$ cat config.mk
export PLATFORM = sky130hd
export DESIGN_NAME = pll_mdrp_ctrl
export DESIGN_NICKNAME = d
export VERILOG_FILES = /design/src/rtl/pll_mdrp_ctrl.sv
export SDC_FILE = /design/constraint.sdc
export NUM_CORES = 1
export LEC_CHECK = 0
export CAP_MARGIN = 20
export CORE_MARGIN = 4
export CORE_UTILIZATION = 52
export CTS_BUF_LIST = sky130_fd_sc_hd__clkbuf_4 sky130_fd_sc_hd__clkbuf_8
export DETAILED_ROUTE_END_ITERATION = 7
export HOLD_SLACK_MARGIN = 0.05
export PLACE_DENSITY_LB_ADDON = 0.15
export REMOVE_ABC_BUFFERS = 1
export SYNTH_ARGS = -nofsm -noshare
export SYNTH_HDL_FRONTEND = slang
export SYNTH_SLANG_ARGS = --single-unit
$ cat constraint.sdc
create_clock -name clk -period 2.6 [get_ports clk]
set_input_delay 0.26 -clock clk [delete_from_list [all_inputs] [get_ports clk]]
set_output_delay 0.26 -clock clk [all_outputs]
set_load 0.03 [all_outputs]
$ cat src/rtl/pll_mdrp_ctrl.sv
// ---------------------------------------------------------------------------
// PllMdrpCtrl -- host-side controller for a PLL MDRP configuration port.
//
// A host request (read or write of one 7-bit PLL register) is turned into a
// sequence of MDRP cycles. The PLL keeps an internal address pointer that can
// only be reset to zero or incremented by one. This controller shadows that
// pointer so it can skip the reset/increment steps when possible.
//
// Each MDRP cycle lasts 2*CLK_DIV clk cycles. mdclk is low for the first
// CLK_DIV cycles and high for the last CLK_DIV cycles. The PLL samples on the
// rising edge of mdclk.
//
// Ports
//   clk        : system clock; the only clock
//   resetn     : synchronous, active-low reset
//   cmd_valid  : host request valid
//   cmd_ready  : high only while idle; a request is taken on valid && ready
//   cmd_write  : 1 = write, 0 = read
//   cmd_addr   : PLL register address
//   cmd_wdata  : write data
//   rsp_valid  : one-cycle completion pulse
//   rsp_rdata  : read data, 0x00 after a write; held until the next response
//   mdclk      : PLL configuration clock
//   mdopc      : opcode 00 NOP, 01 WRITE, 10 READ, 11 ADDR_RESET
//   mdainc     : pointer increment, only used together with NOP
//   mdwdi      : write data to the PLL
//   mdrdo      : read data from the PLL
// ---------------------------------------------------------------------------
module pll_mdrp_ctrl #(
    parameter int CLK_DIV = 2
) (
    input  logic       clk,
    input  logic       resetn,
    input  logic       cmd_valid,
    output logic       cmd_ready,
    input  logic       cmd_write,
    input  logic [6:0] cmd_addr,
    input  logic [7:0] cmd_wdata,
    output logic       rsp_valid,
    output logic [7:0] rsp_rdata,
    output logic       mdclk,
    output logic [1:0] mdopc,
    output logic       mdainc,
    output logic [7:0] mdwdi,
    input  logic [7:0] mdrdo
);

    typedef enum logic [2:0] {
        IDLE,
        ARST,
        AINC,
        OP,
        RDWAIT,
        RESP
    } state_t;

    localparam logic [8:0] HALF = 9'(CLK_DIV);
    localparam logic [8:0] FULL = 9'(2 * CLK_DIV);

    state_t     state_q;
    state_t     state_d;
    logic [6:0] ptr_q;
    logic [6:0] ptr_d;
    logic       ptrOk_q;
    logic [8:0] cnt_q;
    logic       write_q;
    logic [6:0] addr_q;
    logic [7:0] wdata_q;
    logic       cmdReady_q;
    logic       rspValid_q;
    logic [7:0] rspRdata_q;
    logic       mdclk_q;
    logic [1:0] mdopc_q;
    logic       mdainc_q;
    logic [7:0] mdwdi_q;

    // Opcode, increment flag and write data presented for one MDRP cycle
    // issued from the given state, packed as {mdopc, mdainc, mdwdi}.
    function automatic logic [10:0] cycleFields(input state_t s, input logic wr,
                                                input logic [7:0] wd);
        logic [10:0] f;
        f = {2'b00, 1'b0, 8'h00};
        case (s)
            ARST:    f = {2'b11, 1'b0, 8'h00};
            AINC:    f = {2'b00, 1'b1, 8'h00};
            OP:      f = wr ? {2'b01, 1'b0, wd} : {2'b10, 1'b0, 8'h00};
            RDWAIT:  f = {2'b00, 1'b0, 8'h00};
            default: f = {2'b00, 1'b0, 8'h00};
        endcase
        return f;
    endfunction

    // Where the FSM goes, and what the shadow pointer becomes, once the
    // MDRP cycle of the current state has finished.
    always_comb begin
        state_d = state_q;
        ptr_d   = ptr_q;
        case (state_q)
            ARST: begin
                ptr_d   = 7'd0;
                state_d = (addr_q == 7'd0) ? OP : AINC;
            end
            AINC: begin
                ptr_d   = ptr_q + 7'd1;
                state_d = (ptr_d == addr_q) ? OP : AINC;
            end
            OP:      state_d = write_q ? RESP : RDWAIT;
            RDWAIT:  state_d = RESP;
            default: state_d = state_q;
        endcase
    end

    // Main FSM. cnt_q == 0 marks an operation state that has not started its
    // first MDRP cycle yet; this costs one clk after accept. Back-to-back MDRP
    // cycles then chain without gaps. cnt_q counts clk edges since the cycle
    // began: mdclk rises at HALF and the cycle ends at FULL.
    always_ff @(posedge clk) begin
        if (!resetn) begin
            state_q    <= IDLE;
            ptr_q      <= 7'd0;
            ptrOk_q    <= 1'b0;
            cnt_q      <= 9'd0;
            write_q    <= 1'b0;
            addr_q     <= 7'd0;
            wdata_q    <= 8'h00;
            cmdReady_q <= 1'b0;
            rspValid_q <= 1'b0;
            rspRdata_q <= 8'h00;
            mdclk_q    <= 1'b0;
            mdopc_q    <= 2'b00;
            mdainc_q   <= 1'b0;
            mdwdi_q    <= 8'h00;
        end else begin
            rspValid_q <= 1'b0;
            case (state_q)
                IDLE: begin
                    if (cmd_valid && cmdReady_q) begin
                        write_q    <= cmd_write;
                        addr_q     <= cmd_addr;
                        wdata_q    <= cmd_wdata;
                        cmdReady_q <= 1'b0;
                        cnt_q      <= 9'd0;
                        if (!ptrOk_q || (cmd_addr < ptr_q)) begin
                            state_q <= ARST;
                        end else if (cmd_addr > ptr_q) begin
                            state_q <= AINC;
                        end else begin
                            state_q <= OP;
                        end
                    end else begin
                        cmdReady_q <= 1'b1;
                    end
                end
                ARST, AINC, OP, RDWAIT: begin
                    if (cnt_q == 9'd0) begin
                        {mdopc_q, mdainc_q, mdwdi_q} <= cycleFields(state_q, write_q, wdata_q);
                        mdclk_q <= 1'b0;
                        cnt_q   <= 9'd1;
                    end else if (cnt_q == FULL) begin
                        ptr_q   <= ptr_d;
                        state_q <= state_d;
                        if (state_q == ARST) begin
                            ptrOk_q <= 1'b1;
                        end
                        mdclk_q <= 1'b0;
                        if (state_d == RESP) begin
                            // Read data is taken as the NOP cycle's high phase ends.
                            rspRdata_q <= (state_q == RDWAIT) ? mdrdo : 8'h00;
                            rspValid_q <= 1'b1;
                            mdopc_q    <= 2'b00;
                            mdainc_q   <= 1'b0;
                            cnt_q      <= 9'd0;
                        end else begin
                            {mdopc_q, mdainc_q, mdwdi_q} <= cycleFields(state_d, write_q, wdata_q);
                            cnt_q <= 9'd1;
                        end
                    end else begin
                        if (cnt_q == HALF) begin
                            mdclk_q <= 1'b1;
                        end
                        cnt_q <= cnt_q + 9'd1;
                    end
                end
                RESP: begin
                    state_q    <= IDLE;
                    cmdReady_q <= 1'b1;
                end
                default: begin
                    state_q <= IDLE;
                end
            endcase
        end
    end

    assign cmd_ready = cmdReady_q;
    assign rsp_valid = rspValid_q;
    assign rsp_rdata = rspRdata_q;
    assign mdclk     = mdclk_q;
    assign mdopc     = mdopc_q;
    assign mdainc    = mdainc_q;
    assign mdwdi     = mdwdi_q;

endmodule

# --- After elaboration in Yosys (flattened, before gate mapping) ---
# Cells that the tools add are included.
word_totals:
  ff_bits: 58
  inputBits: 27
  elab_cells: 95
  output_inout_bits: 22
op_classes:
  add_sub_neg: 2
  mux: 35
  n_eq_ne: 16
  n_reduce_logical: 22
  bitwise: 4
  n_lt_le_gt_ge: 2
op_table:
  columns: ["op", "n"]
  rows:
  - ["11-bit one-hot mux with 3 select lines", 2]
  - ["8-bit two-way mux", 4]
  - ["9-bit two-way mux", 3]
  - ["9-bit one-hot mux with 2 select lines", 1]
  - ["7-bit one-hot mux with 2 select lines", 1]
  - ["1-bit two-way mux", 13]
  - ["3-bit by 2-bit == test with 1-bit output (second input constant)", 4]
  - ["3-bit one-hot mux with 4 select lines", 1]
  - ["4-bit AND reduction", 3]
  - ["11-bit two-way mux", 1]
  - ["9-bit by 1-bit adder with 9-bit output (second input constant)", 1]
  - ["3-bit == test (second input constant)", 3]
  - ["9-bit by 2-bit == test with 1-bit output (second input constant)", 1]
  - ["9-bit by 3-bit == test with 1-bit output (second input constant)", 1]
  - ["9-bit zero test", 1]
  - ["3-bit two-way mux", 3]
  - ["2-bit two-way mux", 4]
  - ["2-bit inequality test (second input constant)", 4]
  - ["2-bit AND reduction", 4]
  - ["2-bit nonzero test", 4]
  - ["4-bit OR reduction", 2]
  - ["7-bit by 1-bit adder with 7-bit output (second input constant)", 1]
  - ["7-bit == test", 1]
  - ["7-bit > comparator", 1]
  - ["other kinds (12)", 17]

# --- Longest topological paths before layout ---
# Gate-level depths: netlist (run 1).
logic_depth:
  depth_word: 9
  mapped_depth: 9
  depth_no_buf: 8

# --- Worst setup path after synthesis (run 1) ---
# OpenSTA, ideal clock, no wires.
synth_path:
  path_type: "register -> register"
  start: "reg ptr_q[0]"
  end: "reg rspRdata_q[7] (netlist: rsp_rdata[7])"
  t_arrival_ns: 2.048
  synth_period_minus_slack_ns: 2.120
  path_stages_with_launch: 9
  n_path_buf: 1
  slack_ns: 0.480
  setup_time_ns: 0.072
  t_required_ns: 2.528
  cell_sequence: "dfxtp_1 ha_1 xnor2_1 nand3_1 nor4b_4 o2111ai_4 a211oi_2 buf_6 mux2i_1"
synth_between:
  elab_chain_len: 6
synth_lines:
  columns: ["item", "line_no", "text"]
  rows:
  - ["start, declared", "62", "logic [6:0] ptr_q;"]
  - ["start signal, assigned", "160", "ptr_q <= ptr_d;"]
  - ["7-bit by 1-bit adder with 7-bit output", "104", "ptr_d = ptr_q + 7'd1;"]
  - ["7-bit == test", "105", "state_d = (ptr_d == addr_q) ? OP : AINC;"]
  - ["1-bit two-way mux", "105", null]
  - ["3-bit one-hot mux with 4 select lines", "98", "case (state_q)"]
  - ["3-bit == test", "166", "if (state_d == RESP) begin"]
  - ["4-bit AND reduction (no line)", null, null]
  - ["end signal, assigned", "168", "rspRdata_q <= (state_q == RDWAIT) ? mdrdo : 8'h00;"]
  - ["end, declared", "71", "logic [7:0] rspRdata_q;"]
# No other way between the ends.
# A chain may end at the register's enable or synchronous reset.

# --- Final worst setup path (run 1) ---
layout_path:
  start: "reg ptr_q[0]"
  end: "reg rspRdata_q[3] (netlist: rsp_rdata[3])"
# Same word-level chain as after synthesis.

==> flow_summary_export.csv, run 1 <==
group,metric,value,unit
worst_setup_path,start_kind,"flip-flop",
floorplanning,dieArea,7240,µm²
worst_setup_path,r2r-start,"ptr_q[0]$_SDFFE_PN0P_",
logic_synthesis,synth_area_leaders,"dfxtp_1 38%, nand2_1 6.9%, ha_1 4.5%",
pwr,ir_drop,0.369,mV
logic_synthesis,yosysWarningCount,0,
status,status,"complete, no violations",
routing,drt_iter0_drc,144,
logic_synthesis,synthFlopType,"dfxtp_1",
final_layout,nNetsFinal,455,
routing,antenna_left,0,
cts,cts_inserted_buffers,9,
cts,cts_resized,0,
global_routing,grt.met2_usage,32.5,%
cts,cts_setup_buffers,0,
logic_synthesis,yosys.cell_count.top_type,"dfxtp_1",
cts,hold_buffers,0,
sta,skew,0.00635,ns
worst_setup_path,r2r_slack,0.24,ns
cts,cts_root_buf,"clkbuf_8",
logic_synthesis,synth-seq-cells,58,
cts,clock_latency,0.34,ns
hold_path,hold-path-endpoint,"rsp_rdata[7]$_SDFFE_PN0P_",
floorplanning,die_y,85.1,µm
sta,slew_violations,0,
floorplanning,die_w,85.1,µm
place,gp_congestion,0.889,
final_layout,diodes,0,
global_routing,overflow,0,
logic_synthesis,yosysUniqueCellTypes,52,
sta,fin_crit_sh,90.8,%
global_routing,grt_max_degree,53,
sta,finalSetupViolCount,0,
worst_setup_path,crit_type,"reg -> reg",
worst_setup_path,critPathRequiredTime,2.87,ns
hold_path,min_from,"rsp_rdata[7]$_SDFFE_PN0P_",
sta,min_period,2.36,ns
routing,vias,2779,
pwr,pwr_density_cell,548,nW/µm²
cts,cts_tree,"yes",
sta,worstMarginPinSlew,0.510,ns
logic_synthesis,postSynth.asyncResetShare,0,%
place,dp_slack,0.245,ns
run,max-cap-violations,0,
global_routing,grt_busiest_layer,"met2",
worst_setup_path,cp.arrival,2.63,ns
logic_synthesis,syn_area_per_cell,8.38,µm²
routing,routed_wirelength,7250,µm
sta,slew_headroom,65.8,%
worst_setup_path,critPathMaxFanout,9,
global_routing,grt_pass1_vias,2633,
global_routing,grt_pass1_wl,12100,µm
worst_setup_path,reg2reg_depth,8,
floorplanning,initial_utilization,54.8,%
hold_path,hp-class,"reg -> reg",
cts,clk_pin_slew,0.07,ns
logic_synthesis,synth_top_area_share,37.6,%
logic_synthesis,synth_area,3090,µm²
cts,cts_sinks,58,
pwr,leakage,1.37,nW
cts,clock_path_buffers,2,
floorplanning,io_pins,49,
worst_setup_path,end_kind,"flip-flop",
final_layout,final_layout_size_suffix_gt1_share,8.77,%
sta,final-hold-violation-count,0,
logic_synthesis,seq_area_frac_synth,37.6,%
worst_setup_path,r2r_end,"rsp_rdata[3]$_SDFFE_PN0P_",
routing,drc,0,
global_routing,met3_usage,6.41,%
cts,htreeDepth,3,
global_routing,antenna_found_initial,0,
sta,rsz0062_at_grt,"false",
logic_synthesis,yosys.area.top_type,"dfxtp_1",
sta,max_freq,424,MHz
place,dp_hpwl,4990,µm
floorplanning,row_count,27,
logic_synthesis,netlist_instances,369,
logic_synthesis,netlist_top_cells_count,"58 x dfxtp_1, 57 x nand2_1, 30 x nor2_1",
sta,fin_ws,0.240,ns
logic_synthesis,synth_enable_flop_cells,0,
floorplanning,core-area,5640,µm²
routing,detail_route.wl_per_cell,14.7,µm
hold_path,hold-path-cell-count,2,
global_routing,grt_use_met1,27.0,%
sta,fin_setup_tns,0,ns
place,io_buffers,48,
final_layout,area_growth,24.7,%
routing,viasPerCell,5.63,
global_routing,grt_use_total,20.8,%
routing,dr.pass1.iters,4,
[how the worst max path moves through the flow]
stage	startpoint	endpoint	slack, ns	cells past startpoint
finish	ptr_q[0]$_SDFFE_PN0P_	rsp_rdata[3]$_SDFFE_PN0P_	0.24	8
global route	ptr_q[0]$_SDFFE_PN0P_	rsp_rdata[3]$_SDFFE_PN0P_	0.11	8
CTS	ptr_q[0]$_SDFFE_PN0P_	rsp_rdata[3]$_SDFFE_PN0P_	0.22	8
detailed placement	ptr_q[0]$_SDFFE_PN0P_	rsp_rdata[3]$_SDFFE_PN0P_	0.25	8
global placement	ptr_q[0]$_SDFFE_PN0P_	rsp_rdata[7]$_SDFFE_PN0P_	0.35	8
floorplan	state_q[1]$_SDFFE_PN0P_	rsp_rdata[0]$_SDFFE_PN0P_	0.1	6
[cells in the final DEF, fill, tap and decap left out, types with 3 or more instances in the layout]
master           count
a21boi_0             6
clkdlybuf4s50_1     48
clkbuf_8             9
inv_1               12
xor2_1               4
dfxtp_1             58
a21oi_1             18
o21ai_0             10
nand2b_1             4
a21boi_1            12
xnor2_1             10
nand2_1             57
and2_1               5
a22o_1               9
nor2b_1              7
and3_1               4
nand4_1              5
ha_1                11
o21ai_1              4
o21a_1               8
a21o_1               3
buf_4                9
nor3_1               8
nand3_1             22
mux2i_1              9
nor2_1              30
nor4_1               3
[stage by stage]
step	util [%]	area [µm²]	total power [mW]	hold WS, ns	std cells
6_report	68.3	3850	2.11	0.460	494
4_1_cts	68.3	3850	2.12	0.460	494
5_1_grt	68.3	3850	2.20	0.481	494
2_1_floorplan	-	3000	1.09	0.377	349
3_3_place_gp	64.4	3630	1.21	0.441	478
3_5_place_dp	64.4	3630	1.21	0.450	478
[layout make-up]
class	instances	area, µm²
clock buffers	9	124
well taps	72	90.1
fillers	453	1790
inverters	13	48.8
multi-input cells	278	1790
clock inverters	7	93.8
flip-flops and latches	58	1160
repair buffers	57	548
[per-layer routing]
metal | vias to the layer above | part of all wire (%)
li1 | 1385 | -
met1 | 1294 | 45
met2 | 83 | 47
met3 | 17 | 5.6
met4 | 0 | 1.9
met5 | - | 0
[flip-flops by register name (all words and copies together), names as in the netlist, 2 cells and up]
signal / count
mdopc: 2
ptr_q: 7
mdwdi: 8
cnt_q: 9
rsp_rdata: 8
wdata_q: 8
state_q: 3
addr_q: 7
[logic make-up after synthesis]
logic type | after synthesis | share of synthesized area, %
simple gates | 156 | 25.0
compound gates | 85 | 20.0
flops | 58 | 37.6
buf+inv | 33 | 4.61
xor+xnor | 16 | 5.02
fa+ha+maj | 11 | 4.45
mux | 10 | 3.28
[worst max-delay path, cell delays in order, from the launching register on]
cell       delay, ns
dfxtp_1         0.46
ha_1            0.30
xnor2_1         0.14
nand3_1         0.13
nor4b_4         0.34
o2111ai_4       0.23
a211oi_2        0.26
buf_4           0.22
mux2i_1         0.21
[power by group]
group | internal [mW] | total (mW) | switching (mW)
logic | 0.113 | 0.254 | 0.141
registers | 0.912 | 0.938 | 0.0267
clock network | 0.537 | 0.919 | 0.382
(Power assumes the default switching activity.)
==> run 2: changes to the inputs <==
--- a/config.mk
+++ b/config.mk
@@ -6,13 +6,15 @@
 export NUM_CORES = 1
 export LEC_CHECK = 0
 export CAP_MARGIN = 20
-export CORE_MARGIN = 4
+export CORE_MARGIN = 2
 export CORE_UTILIZATION = 52
 export CTS_BUF_LIST = sky130_fd_sc_hd__clkbuf_4 sky130_fd_sc_hd__clkbuf_8
 export DETAILED_ROUTE_END_ITERATION = 7
 export HOLD_SLACK_MARGIN = 0.05
 export PLACE_DENSITY_LB_ADDON = 0.15
 export REMOVE_ABC_BUFFERS = 1
+export SETUP_SLACK_MARGIN = 0.4
+export SLEW_MARGIN = 20
 export SYNTH_ARGS = -nofsm -noshare
 export SYNTH_HDL_FRONTEND = slang
 export SYNTH_SLANG_ARGS = --single-unit
==> run 2 against run 1 <==
  * First-iteration DRC count increased by 4.9%
  * Final cell count is 1.8% higher
  * Core utilization down 0.26 points
  * Combinational power up 4%
  * Sequential cell count is the same
  * Cell area is 2.7% higher
  * Via count rose by 0.61%
  * Non-clock buffer count rose by 6
  * Power grew 0.80%
==> flow_summary_export.csv, run 2 (synthesis gave the netlist of run 1 again) <==
group,metric,value,unit
status,status,"complete, no violations",
worst_setup_path,crit_chain,"ha_4 > xnor2_2 > nand3_2 > nor4b_4 > o2111ai_4 > a211oi_2 > buf_6 > mux2i_1",
worst_setup_path,critPathTopFamily,"compound AO/OA/AOI/OAI gates",
sta,slew_violations,0,
place,dpl_cell_area,3650,µm²
final_layout,regArea,1170,µm²
final_layout,mostFrequentLayoutCells,"57 x nand2_1, 54 x dfxtp_1, 48 x clkdlybuf4s50_1",
floorplanning,io_pins,49,
routing,antenna_left,0,
cts,clk_pin_slew,0.07,ns
pwr,seqPwrFrac,43.8,%
final_layout,postLayoutCellArea,3960,µm²
floorplanning,initial_utilization,53.1,%
final_layout,final_layout_size_suffix_gt1_share,12.4,%
floorplanning,core-area,5820,µm²
final_layout,area_growth,28.0,%
sta,skew,0.00696,ns
pwr,ir_drop,0.333,mV
place,dp_hpwl,4950,µm
sta,min_period,2.14,ns
final_layout,fillers,499,
pwr,comb_power_share,12.5,%
cts,htreeDepth,3,
pwr,switching_share,25.7,%
hold_path,hold-path-cell-count,2,
cts,cts_root_buf,"clkbuf_8",
pwr,leakage,1.40,nW
worst_setup_path,cp.buffers_inverters,1,
worst_setup_path,end_kind,"flip-flop",
global_routing,antenna_found_initial,0,
final_layout,multi_input_area,1830,µm²
worst_setup_path,crit_type,"reg -> reg",
cts,cts_sinks,58,
sta,worstMarginPinSlew,0.622,ns
routing,drc,0,
global_routing,overflow,0,
sta,max_freq,468,MHz
pwr,pwr_density_cell,538,nW/µm²
cts,cts_tree,"yes",
floorplanning,row_count,28,
routing,detail_route.wl_per_cell,14.6,µm
pwr,power_frac_clock,43.7,%
routing,viasPerCell,5.56,
global_routing,grt_pass1_vias,2614,
sta,finalSetupViolCount,0,
pwr,p_sw,547,µW
sta,fin_crit_sh,82.1,%
sta,final-hold-violation-count,0,
final_layout,mostFrequentLayoutCell,"nand2_1",
final_layout,nNetsFinal,461,
routing,vias,2796,
routing,routed_wirelength,7340,µm
run,max-cap-violations,0,
cts,cts_inserted_buffers,9,
global_routing,grt_use_total,23.9,%
worst_setup_path,reg2reg_depth,8,
pwr,p_int,1.58,mW
floorplanning,die_y,81.1,µm
final_layout,largest_reg_flops,9,
place,gp_congestion,0.854,
final_layout,diodes,0,
worst_setup_path,critPathRequiredTime,2.87,ns
sta,slew_headroom,58.2,%
floorplanning,die_w,81.1,µm
worst_setup_path,cp.depth,8,
global_routing,grt_pass1_wl,12200,µm
routing,drt_iter0_drc,151,
cts,clock_path_buffers,2,
worst_setup_path,start_kind,"flip-flop",
sta,rsz0062_at_grt,"true",
worst_setup_path,critPathMaxFanout,7,
place,io_buffers,48,
final_layout,largest-register,"cnt_q",
worst_setup_path,cp.arrival,2.41,ns
worst_setup_path,crit_slowest_cell,"dfxtp_4",
hold_path,hp-class,"reg -> reg",
sta,fin_setup_tns,0,ns
routing,dr.pass1.iters,4,
floorplanning,dieArea,6580,µm²
global_routing,grt_max_degree,53,
cts,clock_latency,0.34,ns
worst_setup_path,max_stage_delay,0.38,ns
[run 2: final timing paths]
kind	startpoint	endpoint	slack, ns
worst max register to register	ptr_q[0]$_SDFFE_PN0P_	rsp_rdata[2]$_SDFFE_PN0P_	0.46
worst max-delay path	ptr_q[0]$_SDFFE_PN0P_	rsp_rdata[2]$_SDFFE_PN0P_	0.46
worst min register to register	wdata_q[4]$_SDFFE_PN0P_	wdata_q[4]$_SDFFE_PN0P_	0.46
worst min-delay path	wdata_q[4]$_SDFFE_PN0P_	wdata_q[4]$_SDFFE_PN0P_	0.46
[run 2: per-layer routing]
| metal | wire (µm) | vias to the layer above | track usage, % | part of all wire (%) |
|---|---|---|---|---|
| li1 | - | 1390 | - | - |
| met1 | 3410 | 1313 | 32.6 | 46 |
| met2 | 3450 | 83 | 38.1 | 47 |
| met3 | 399 | 10 | 5.44 | 5.4 |
| met4 | 82 | 0 | 6.61 | 1.1 |
| met5 | 0 | - | 0 | 0 |
[run 2: power by group through the flow]
stage	sequential (mW)	clock, mW	combinational (mW)
floorplan	0.961	0	0.131
global placement	0.952	0	0.254
detailed placement	0.952	0	0.257
CTS	0.932	0.941	0.259
global route	0.935	0.981	0.295
finish	0.933	0.930	0.265
[run 2: what timing repair did]
item | in CTS | in global routing
cloned | 1 | 0
resized for setup | 4 | 10
endpoints found under the setup margin | 17 | 19
hold buffers | 0 | 0
pin swaps | 3 | 4
setup buffers | 1 | 3
endpoints found under the hold margin | 0 | 0
[run 2: cell type report]
type / instances / share of cell area (%)
inverters: 13 / 1.23
repair buffers: 63 / 15.1
well taps: 75 / 2.37
clock inverters: 6 / 2.28
flip-flops and latches: 58 / 29.5
clock buffers: 10 / 3.32
multi-input cells: 278 / 46.2
[run 2: metrics by stage]
| step | hold slack, ns | util [%] | power, mW | instances | setup slack (ns) |
|---|---|---|---|---|---|
| 2_1_floorplan | 0.377 | - | 1.09 | 349 | 0.0977 |
| 3_3_place_gp | 0.440 | 62.7 | 1.21 | 482 | 0.354 |
| 3_5_place_dp | 0.446 | 62.7 | 1.21 | 482 | 0.243 |
| 4_1_cts | 0.461 | 66.9 | 2.13 | 500 | 0.406 |
| 5_1_grt | 0.480 | 68.0 | 2.21 | 503 | 0.337 |
| 6_report | 0.457 | 68.0 | 2.13 | 503 | 0.465 |
[run 2: worst min-delay path: cells and delay by family, from the launching register on]
family             cells  cell delay [ns]
and+or+nand+nor        1             0.05
DFF                    1             0.31
AOI/OAI and AO/OA      1             0.05
